### src/rtl/fetch_unit.sv
// Instruction fetch: owns the fetch PC, one outstanding bus request, registered decode slot plus one skid entry.
// Zero-latency memory gives one instruction per cycle; a stalled slot parks one response in the skid and pauses requests.
module fetch_unit #(
  parameter logic [63:0] RESET_PC = 64'h8000_0000
) (
  input  logic        clk,
  input  logic        reset,
  output logic        ireq_valid,
  output logic [63:0] ireq_addr,
  input  logic        iresp_data_ok,
  input  logic [31:0] iresp_data,
  input  logic        redirect_valid,
  input  logic [63:0] redirect_pc,
  output logic        out_valid,
  output logic [63:0] out_pc,
  output logic [31:0] out_instr,
  input  logic        out_ready
);

  typedef enum logic [1:0] {
    S_REQ   = 2'd0,
    S_SKID  = 2'd1,
    S_FLUSH = 2'd2
  } state_t;

  state_t      state, state_nxt;
  logic [63:0] fetch_pc, fetch_pc_nxt;
  logic [63:0] pend_pc, pend_pc_nxt;
  logic [63:0] skid_pc, skid_pc_nxt;
  logic [31:0] skid_instr, skid_instr_nxt;
  logic        out_valid_nxt;
  logic [63:0] out_pc_nxt;
  logic [31:0] out_instr_nxt;
  logic        slot_xfer;
  logic        slot_free;

  // The request is state-decoded; FLUSH keeps presenting the abandoned address until it completes.
  assign ireq_valid = !reset && (state != S_SKID);
  assign ireq_addr  = fetch_pc;

  assign slot_xfer = out_valid && out_ready;
  assign slot_free = !out_valid || out_ready;

  always_comb begin
    state_nxt      = state;
    fetch_pc_nxt   = fetch_pc;
    pend_pc_nxt    = pend_pc;
    skid_pc_nxt    = skid_pc;
    skid_instr_nxt = skid_instr;
    out_valid_nxt  = out_valid && !slot_xfer;
    out_pc_nxt     = out_pc;
    out_instr_nxt  = out_instr;

    case (state)
      S_REQ: begin
        if (redirect_valid) begin
          if (iresp_data_ok) begin
            fetch_pc_nxt = redirect_pc;
          end else begin
            pend_pc_nxt = redirect_pc;
            state_nxt   = S_FLUSH;
          end
        end else if (iresp_data_ok) begin
          fetch_pc_nxt = fetch_pc + 64'd4;
          if (slot_free) begin
            out_valid_nxt = 1'b1;
            out_pc_nxt    = fetch_pc;
            out_instr_nxt = iresp_data;
          end else begin
            skid_pc_nxt    = fetch_pc;
            skid_instr_nxt = iresp_data;
            state_nxt      = S_SKID;
          end
        end
      end

      S_SKID: begin
        if (redirect_valid) begin
          skid_pc_nxt    = '0;
          skid_instr_nxt = '0;
          fetch_pc_nxt   = redirect_pc;
          state_nxt      = S_REQ;
        end else if (slot_xfer) begin
          out_valid_nxt = 1'b1;
          out_pc_nxt    = skid_pc;
          out_instr_nxt = skid_instr;
          state_nxt     = S_REQ;
        end
      end

      S_FLUSH: begin
        if (redirect_valid) begin
          pend_pc_nxt = redirect_pc;
        end
        // Wrong-path data is discarded; the newest redirect target wins.
        if (iresp_data_ok) begin
          fetch_pc_nxt = redirect_valid ? redirect_pc : pend_pc;
          state_nxt    = S_REQ;
        end
      end

      default: begin
        state_nxt = S_REQ;
      end
    endcase

    if (redirect_valid) begin
      out_valid_nxt = 1'b0;
    end
  end

  always_ff @(posedge clk) begin
    if (reset) begin
      state      <= S_REQ;
      fetch_pc   <= RESET_PC;
      pend_pc    <= '0;
      skid_pc    <= '0;
      skid_instr <= '0;
      out_valid  <= 1'b0;
      out_pc     <= '0;
      out_instr  <= '0;
    end else begin
      state      <= state_nxt;
      fetch_pc   <= fetch_pc_nxt;
      pend_pc    <= pend_pc_nxt;
      skid_pc    <= skid_pc_nxt;
      skid_instr <= skid_instr_nxt;
      out_valid  <= out_valid_nxt;
      out_pc     <= out_pc_nxt;
      out_instr  <= out_instr_nxt;
    end
  end

endmodule

### config.mk
export PLATFORM = sky130hd
export DESIGN_NAME = fetch_unit
export DESIGN_NICKNAME = d
export VERILOG_FILES = /design/src/rtl/fetch_unit.sv
export SDC_FILE = /design/constraint.sdc
export NUM_CORES = 1
export LEC_CHECK = 0
export CORE_MARGIN = 5
export CORE_UTILIZATION = 25
export DETAILED_ROUTE_END_ITERATION = 8
export GPL_TIMING_DRIVEN = 0
export PLACE_DENSITY = 0.43
export SYNTH_ARGS = -nofsm -noshare
export SYNTH_HDL_FRONTEND = slang
export SYNTH_SLANG_ARGS = --single-unit
### constraint.sdc
create_clock -name clk -period 3.35 [get_ports clk]
set_input_delay 0.5025 -clock clk [delete_from_list [all_inputs] [get_ports clk]]
set_output_delay 0.5025 -clock clk [all_outputs]
set_load 0.01 [all_outputs]
---- After elaboration in Yosys (flattened, before gate mapping) ----
Index checks and enable logic that the tools add are counted.
cells by class
  add/sub/neg operators ................... 1
  equal/unequal tests ..................... 17
  muxes and demuxes ....................... 44
  reductions and logical operators ........ 17
operators with widths
  kind                                                              count
  64-bit two-way mux                                                17
  64-bit one-hot mux with 2 select lines                            3
  32-bit two-way mux                                                9
  64-bit one-hot mux with 3 select lines                            1
  32-bit one-hot mux with 2 select lines                            2
  64-bit by 3-bit adder with 64-bit output (second input constant)  1
  2-bit != test (second input constant)                             10
  2-bit two-way mux                                                 7
  3-bit != test (second input constant)                             4
  5-bit AND reduction                                               2
  2-bit one-hot mux with 3 select lines                             1
  6-bit AND reduction                                               1
  4-bit AND reduction                                               1
  2-bit nonzero test                                                2
  1-bit logical AND                                                 3
  1-bit zero test                                                   3
  1-bit two-way mux                                                 3
  3-bit AND reduction                                               1
  3-bit nonzero test                                                1
  2-bit by 1-bit == test with 1-bit output (second input constant)  1
  2-bit == test (second input constant)                             1
  2-bit zero test                                                   1
  2-bit by 1-bit != test with 1-bit output (second input constant)  1
  1-bit one-hot mux with 2 select lines                             1
  2 further kinds                                                   2
storage, ports and cells
  flip-flop bits (word level) ............. 323
  bits of input ports ..................... 101
  output and inout bits ................... 162

---- Logic depth before layout (Yosys ltp) ----
Gate-level depths: netlist of the first run.
  depth after elaboration ................. 6
  gate-level depth with buffers ........... 11

---- Worst setup path after synthesis of the first run ----
Ideal clock, no wire load.
  kind .................................... flip-flop to flip-flop
  start ................................... reg fetch_pc[4], in the netlist ireq_addr[4]
  end ..................................... reg fetch_pc[53], in the netlist ireq_addr[53]
  library setup time ...................... 0.091 ns
  data arrival time ....................... 2.536 ns
  path slack .............................. 0.723 ns
  cell stages (with the launch flop) ...... 8
  path buffers ............................ 2
  cells stage by stage .................... dfxtp_1 > buf_2 > nand3_2 > or4_4 > buf_6 > or4_4 > or4_1 > a311oi_1
between the ends
  cells in the longest elaborated chain, start to end .. 4
ends and longest elaborated chain
  item                                      line  text
  start, declared                           27    logic [63:0] fetch_pc, fetch_pc_nxt;
  start signal, assigned                    124   fetch_pc <= fetch_pc_nxt;
  64-bit by 3-bit adder with 64-bit output  64    fetch_pc_nxt = fetch_pc + 64'd4;
  64-bit two-way mux                        63    end else if (iresp_data_ok) begin
  64-bit two-way mux                        56    if (redirect_valid) begin
  64-bit one-hot mux with 3 select lines    54    case (state)
Every way passes these cells. The select of a mux whose other input is x is not followed.
A chain may end at the register's enable or synchronous reset.

---- Worst setup path after layout of the first run ----
  start ................................... in redirect_valid
  end ..................................... reg fetch_pc[62], in the netlist ireq_addr[62]
between the ends
  cells in the longest elaborated chain, start to end .. 3
  elaborated cells on any way between the ends .. 6
ends and longest elaborated chain
  item                                    line  text
  start, declared                         12    input logic redirect_valid,
  64-bit two-way mux                      --
  64-bit two-way mux                      96    if (iresp_data_ok) begin
  64-bit one-hot mux with 3 select lines  54
Several ways; a longest one is shown, not always the timed one. The select of a mux whose other input is x is not followed.

==> results of run 1 <==
==> critical path, stage by stage <==
cell      delay (ns)
clkbuf_1        0.47
clkbuf_2        0.53
buf_1           0.72
clkbuf_2        0.58
clkbuf_2        0.50
a21oi_1         0.12
nand2_1         0.10
o21ai_0         0.10
a31oi_1         0.17
==> registers in the layout (all words and copies together), names as in the netlist <==
name / flops
out_pc: 64
pend_pc: 64
skid_pc: 64
ireq_addr: 64
out_valid: 1
state: 2
out_instr: 32
skid_instr: 32
==> cells by family (layout without fill, tap and decap cells) <==
family,count (synthesis),count (layout),synth area share
DFF,323,323,0.408
and+or+nand+nor,854,854,0.246
xor gates and xnor gates,6,6,0.00332
adders and majority gates,5,5,0.00395
muxes,40,40,0.0270
buffers and inverters,208,537,0.0499
AOI/OAI and AO/OA,674,674,0.262
==> cell usage after synthesis, types with 8 or more instances <==
| master | instances | area (um2) |
|---|---|---|
| nor4_1 | 20 | 125 |
| a211oi_1 | 110 | 826 |
| a221oi_1 | 27 | 236 |
| nor2_1 | 146 | 548 |
| or3_1 | 14 | 87.6 |
| and3_1 | 14 | 87.6 |
| o21ai_0 | 46 | 230 |
| a21oi_1 | 366 | 1830 |
| mux2_2 | 22 | 248 |
| mux2i_1 | 18 | 180 |
| a31oi_1 | 9 | 56.3 |
| nor2b_1 | 96 | 601 |
| dfxtp_1 | 323 | 6470 |
| o211ai_1 | 19 | 143 |
| or2_2 | 9 | 56.3 |
| nand3_1 | 34 | 170 |
| a22o_1 | 8 | 70.1 |
| inv_1 | 23 | 86.3 |
| nand4_1 | 18 | 113 |
| and2_1 | 8 | 50.1 |
| nor3_1 | 49 | 245 |
| clkbuf_1 | 160 | 601 |
| buf_1 | 22 | 82.6 |
| nand2_1 | 417 | 1570 |
==> through the flow <==
stage / util / hold slack, ns
3_3_place_gp: 0.310 / 0.438
6_report: 0.334 / 0.450
3_5_place_dp: 0.311 / 0.444
2_1_floorplan: - / 0.432
5_1_grt: 0.334 / 0.467
4_1_cts: 0.333 / 0.451
==> layout make-up <==
class | instances | area (um2)
sequential | 323 | 6470
multi-input combinational | 1579 | 8720
inverter | 23 | 86.3
timing repair buffer | 264 | 2640
buffer | 183 | 823
tap | 846 | 1060
clock buffer | 60 | 1190
clock inverter | 7 | 73.8
fill | 6750 | 41900
==> worst paths after layout <==
kind                                endpoint  slack, ns  cells past startpoint
setup / recovery  ireq_addr[62]$_SDFFE_PP0P_       0.02                      9
hold / removal      skid_pc[57]$_SDFFE_PP0P_       0.45                      2
setup reg to reg  ireq_addr[14]$_SDFFE_PP0P_       0.07                      9
hold reg to reg     skid_pc[57]$_SDFFE_PP0P_       0.45                      2
==> what timing repair did <==
item | in CTS | in global routing
setup endpoints to repair | 286 | 103
pin swaps | 0 | 1
resized for setup | 62 | 25
cloned | 0 | 0
setup buffers | 0 | 2
hold buffers | 0 | 0
==> routing by layer <==
layer / vias up / track usage / wire length, um
li1: 8107 / - / -
met1: 8442 / 0.305 / 35100
met2: 788 / 0.366 / 37000
met3: 156 / 0.0466 / 6540
met4: 0 / 0.0686 / 2580
met5: - / 0 / 0
==> report_power, final <==
group / switching, W / internal [W]
Combinational: 0.00258 / 0.00162
Clock: 0.00177 / 0.00251
Sequential: 0.000549 / 0.00429
Total: 0.00490 / 0.00843
==> flow_summary.toml, run 1 <==
[run_status]
outcome = "finished, final reports clean"

[power_and_ir_drop]
max-vdd-ir-drop_mv = 0.382
power.density_nw_per_um2 = 633
p_leak_nw = 7.03
design_power_total_w = 0.0133

[synthesis]
yosysWarningCount = 0
synth_seq_cells = 323
ys_types = 69
ys_seq_area_frac = 0.408
synthesis.instances = 2110
ys.flop_type = "dfxtp_1"
synth_nets = 2216
ys_async_sr_fraction = 0
syn_area_um2 = 15900
synth-edff-count = 0
synth.avg_cell_area_um2 = 7.51

[clock_tree]
cts_buffers = 40
htreeDepth = 2
clk_latency_ns = 0.57
cts_tree = "yes"
cts.sinks = 323
clk_pin_slew_ns = 0.06
ctsLongestPathBuffers = 3
ctsRootBufferMaster = "clkbuf_16"

[drt]
route.detailed.drc = 0
finalWirelength_um = 81200
routed_via_density = 5.33
num_vias = 17500
wl_per_cell_um = 24.7
drtAntennaViolNets = 0
drt_pass1_iterations = 6
drt_iter0_markers = 1724

[global_routing]
overflow = 0
grt_max_degree = 12
grt_pass1_wl_um = 115000
grtUsageTotal = 0.226
grt_pass1_vias = 16500
antenna_found_initial = 1

[floorplanning]
start_util = 0.252
fp.dieW_um = 262
rows = 92
dieArea_um2 = 68600
coreArea_um2 = 63000
chipHeight_um = 262
num_io_pins = 263

[place]
place_ws_ns = -1.58
place_area_um2 = 19600
place_congestion = 0.962
hpwlAfterDp_um = 59700
dp_cells = 3218
io_buffers = 261

[timing]
setup_tns_ns = 0
fmax_mhz = 300
period_share = 0.995
finalHoldViolations = 0
drv_slew = 0
skew_ns = 0.0161
finalSetupViolCount = 0
fin_crit_ns = 3.33
setup_ws_ns = 0.0161
tightest_slew_ns = 1.39
slew_headroom = 0.0721

[cells_and_area]
synthToLayoutAreaGrowth_pct = 32.8
diodes = 0
fin_area_um2 = 21100
finalNonFillerCells = 3285
mostFrequentLayoutCells = "nand2_1 (417), a21oi_1 (366), dfxtp_1 (322), clkdlybuf4s50_1 (260), nor2_1 (144)"
drive_above_1_share = 0.0672
final_common_cell = "nand2_1"
nets = 2520

[setup_path]
cp_data_arrival_time_ns = 3.83
crit_start = "redirect_valid"
crit_type = "input port to flop"
r2r-start = "state[0]$_SDFFE_PP0P_"
critPathRequiredTime_ns = 3.84
cp-start-kind = "input port"
crit_path_end_kind = "flop"
crit_fanout = 10

[min_path]
hold_start = "skid_pc[57]$_SDFFE_PP0P_"
hold_path.class = "flop to flop"

[run]
cap_viol_max_count = 0
(Power assumes the default switching activity.)
==> run 2: changes to the inputs <==
--- a/config.mk
+++ b/config.mk
@@ -10,6 +10,8 @@
 export DETAILED_ROUTE_END_ITERATION = 8
 export GPL_TIMING_DRIVEN = 0
 export PLACE_DENSITY = 0.43
+export REMOVE_ABC_BUFFERS = 1
+export SLEW_MARGIN = 20
 export SYNTH_ARGS = -nofsm -noshare
 export SYNTH_HDL_FRONTEND = slang
 export SYNTH_SLANG_ARGS = --single-unit
==> run 2 against run 1 <==
  * Sequential share of layout area shrank 0.51 points
  * Fmax up 5.9%
  * Via count decreased by 7.8%
  * Cell count fell by 3.0%
  * Highest routed layer is now met5
  * Sequential power hardly changed
  * Non-clock buffer count decreased by 113
  * Register-to-register slack improved by 0.13 ns
  * Critical endpoint is now out_pc[42]$_SDFFE_PP0P_
  * Worst hold slack got worse by 0.0012 ns
  * Core utilization rose by 0.57 points
  * Flip-flop and latch count is the same
  * Power increased by 0.90%
  * Routed wire length decreased by 21%
==> flow_summary.toml, run 2 (same netlist as run 1, synthesis figures left out) <==
[min_path]
hold_path_end = "skid_pc[59]$_SDFFE_PP0P_"
hold_start = "reset"
hold_path.class = "input port to flop"
hold_depth = 2

[timing]
rsz0062_at_grt = "false"
fmax_mhz = 318
drv_slew = 0
setup_tns_ns = 0
period_share = 0.940
fin_crit_ns = 3.15
skew_ns = 0.0133
tightest_slew_ns = 0.996
finalHoldViolations = 0
finalSetupViolCount = 0
slew_headroom = 0.330

[floorplanning]
chipHeight_um = 262
dieArea_um2 = 68600
coreArea_um2 = 63000
fp.dieW_um = 262
rows = 92
num_io_pins = 263
start_util = 0.252

[setup_path]
crit_path_end_kind = "flop"
cp-start-kind = "flop"
crit_start = "state[1]$_SDFFE_PP0P_"
crit_fanout = 25
cp_data_arrival_time_ns = 3.61
rr_worst_depth = 15
critPathRequiredTime_ns = 3.82
r2r_end = "out_pc[42]$_SDFFE_PP0P_"
r2r-start = "state[1]$_SDFFE_PP0P_"
crit_type = "flop to flop"
r2r_slack_ns = 0.20

[run_status]
outcome = "finished, final reports clean"

[cells_and_area]
final_core_util = 0.340
nets = 2410
multi_input_area_um2 = 8740
fill_cells = 6625
final-seq-area_um2 = 6470
drive_above_1_share = 0.0883
mostFrequentLayoutCells = "nand2_1 (417), a21oi_1 (366), dfxtp_1 (322), clkdlybuf4s50_1 (260), nor2_1 (143)"
synthToLayoutAreaGrowth_pct = 35.1
final_common_cell = "nand2_1"

[power_and_ir_drop]
design_power_total_w = 0.0135
p_leak_nw = 7.20
max-vdd-ir-drop_mv = 0.351
power.density_nw_per_um2 = 628

[drt]
finalWirelength_um = 64000
drt_pass1_iterations = 5
num_vias = 16100
routed_via_density = 5.06
route.detailed.drc = 0
wl_per_cell_um = 20.1
drt_iter0_markers = 1125
drtAntennaViolNets = 0

[global_routing]
grtUsageTotal = 0.180
grt_max_degree = 110
antenna_found_initial = 12
grt_pass1_vias = 15200
grt_pass1_wl_um = 96900
overflow = 0

[run]
cap_viol_max_count = 0

[place]
place_congestion = 0.783
hpwlAfterDp_um = 42200
io_buffers = 262

[clock_tree]
ctsRootBufferMaster = "clkbuf_16"
cts.sinks = 323
clk_pin_slew_ns = 0.06
cts_buffers = 43
clk_latency_ns = 0.57
ctsLongestPathBuffers = 3
cts_tree = "yes"
htreeDepth = 2
-- run 2: cell count changes in the layout (fill, tap and decap cells not counted), moves of 3 or more --
| cell | delta |
|---|---|
| clkbuf_1 | -131 |
| clkbuf_2 | -25 |
| buf_4 | +20 |
| buf_16 | +13 |
| buf_12 | +9 |
| buf_2 | +9 |
| diode_2 | +9 |
| buf_1 | -7 |
| clkdlybuf4s15_2 | -7 |
| buf_8 | +5 |
| inv_1 | -4 |
| bufbuf_16 | +3 |
| clkbuf_16 | +3 |
| nor4_4 | -3 |
-- run 2: power breakdown --
part	total, W	internal, W	leakage, nW	switching [W]
clock	0.00468	0.00287	0.695	0.00181
combinational	0.00396	0.00179	3.87	0.00218
sequential	0.00481	0.00429	2.64	0.000517
total	0.0135	0.00895	7.20	0.00450
-- run 2: worst max-delay path by stage --
stage | cells past startpoint | endpoint | slack (ns)
2_1_floorplan | 5 | out_instr[0]$_SDFFE_PP0P_ | -24.71
3_3_place_gp | 5 | out_pc[14]$_SDFFE_PP0P_ | -44.27
3_5_place_dp | 7 | ireq_addr[47]$_SDFFE_PP0P_ | -0.87
4_1_cts | 15 | out_pc[57]$_SDFFE_PP0P_ | 0.07
5_1_grt | 9 | ireq_addr[63]$_SDFFE_PP0P_ | 0.001
6_report | 15 | out_pc[42]$_SDFFE_PP0P_ | 0.20
-- run 2: per-layer routing --
| layer | share of wire | vias up | GRT usage |
|---|---|---|---|
| li1 | - | 7915 | - |
| met2 | 0.48 | 371 | 0.295 |
| met4 | 0.016 | 8 | 0.0463 |
| met5 | 0.00081 | - | 0 |
| met1 | 0.45 | 7762 | 0.245 |
| met3 | 0.054 | 72 | 0.0357 |
-- run 2: per-stage QoR --
step | hold slack, ns | worst slack [ns] | area (um2) | cells
after global routing | 0.465 | 0.00100 | 21400 | 3184
after global placement | 0.438 | -44.27 | 18800 | 3033
after CTS | 0.423 | 0.0689 | 21400 | 3181
after floorplan | 0.426 | -24.71 | 15100 | 1925
after detailed placement | 0.443 | -0.871 | 19800 | 3099
final | 0.449 | 0.202 | 21400 | 3188
-- run 2: layout make-up --
class,instances,share of cell area
Antenna cell,9,0.00105
Inverter,23,0.00438
Clock buffer,66,0.0605
Sequential cell,323,0.302
Multi-Input combinational cell,1579,0.408
Clock inverter,8,0.00538
Tap cell,846,0.0494
Timing Repair Buffer,334,0.169
-- run 2: worst max-delay path, cell delays in order, from the launching register on --
cell	delay [ns]
dfxtp_1	0.42
inv_2	0.11
ha_4	0.21
buf_12	0.17
buf_16	0.18
buf_16	0.18
mux2i_1	0.14
a2111oi_2	0.29
buf_4	0.22
buf_4	0.14
buf_4	0.10
buf_2	0.16
buf_2	0.21
buf_2	0.21
nor2_1	0.06
a211oi_1	0.23
-- run 2: repair_timing --
item                       4_1_cts  5_1_grt
setup buffers                    9        1
cloned                           3        0
setup endpoints to repair       84      109
hold buffers                     0        0
hold endpoints to repair         0        0
pin swaps                        1        0
gates resized for setup          9        8
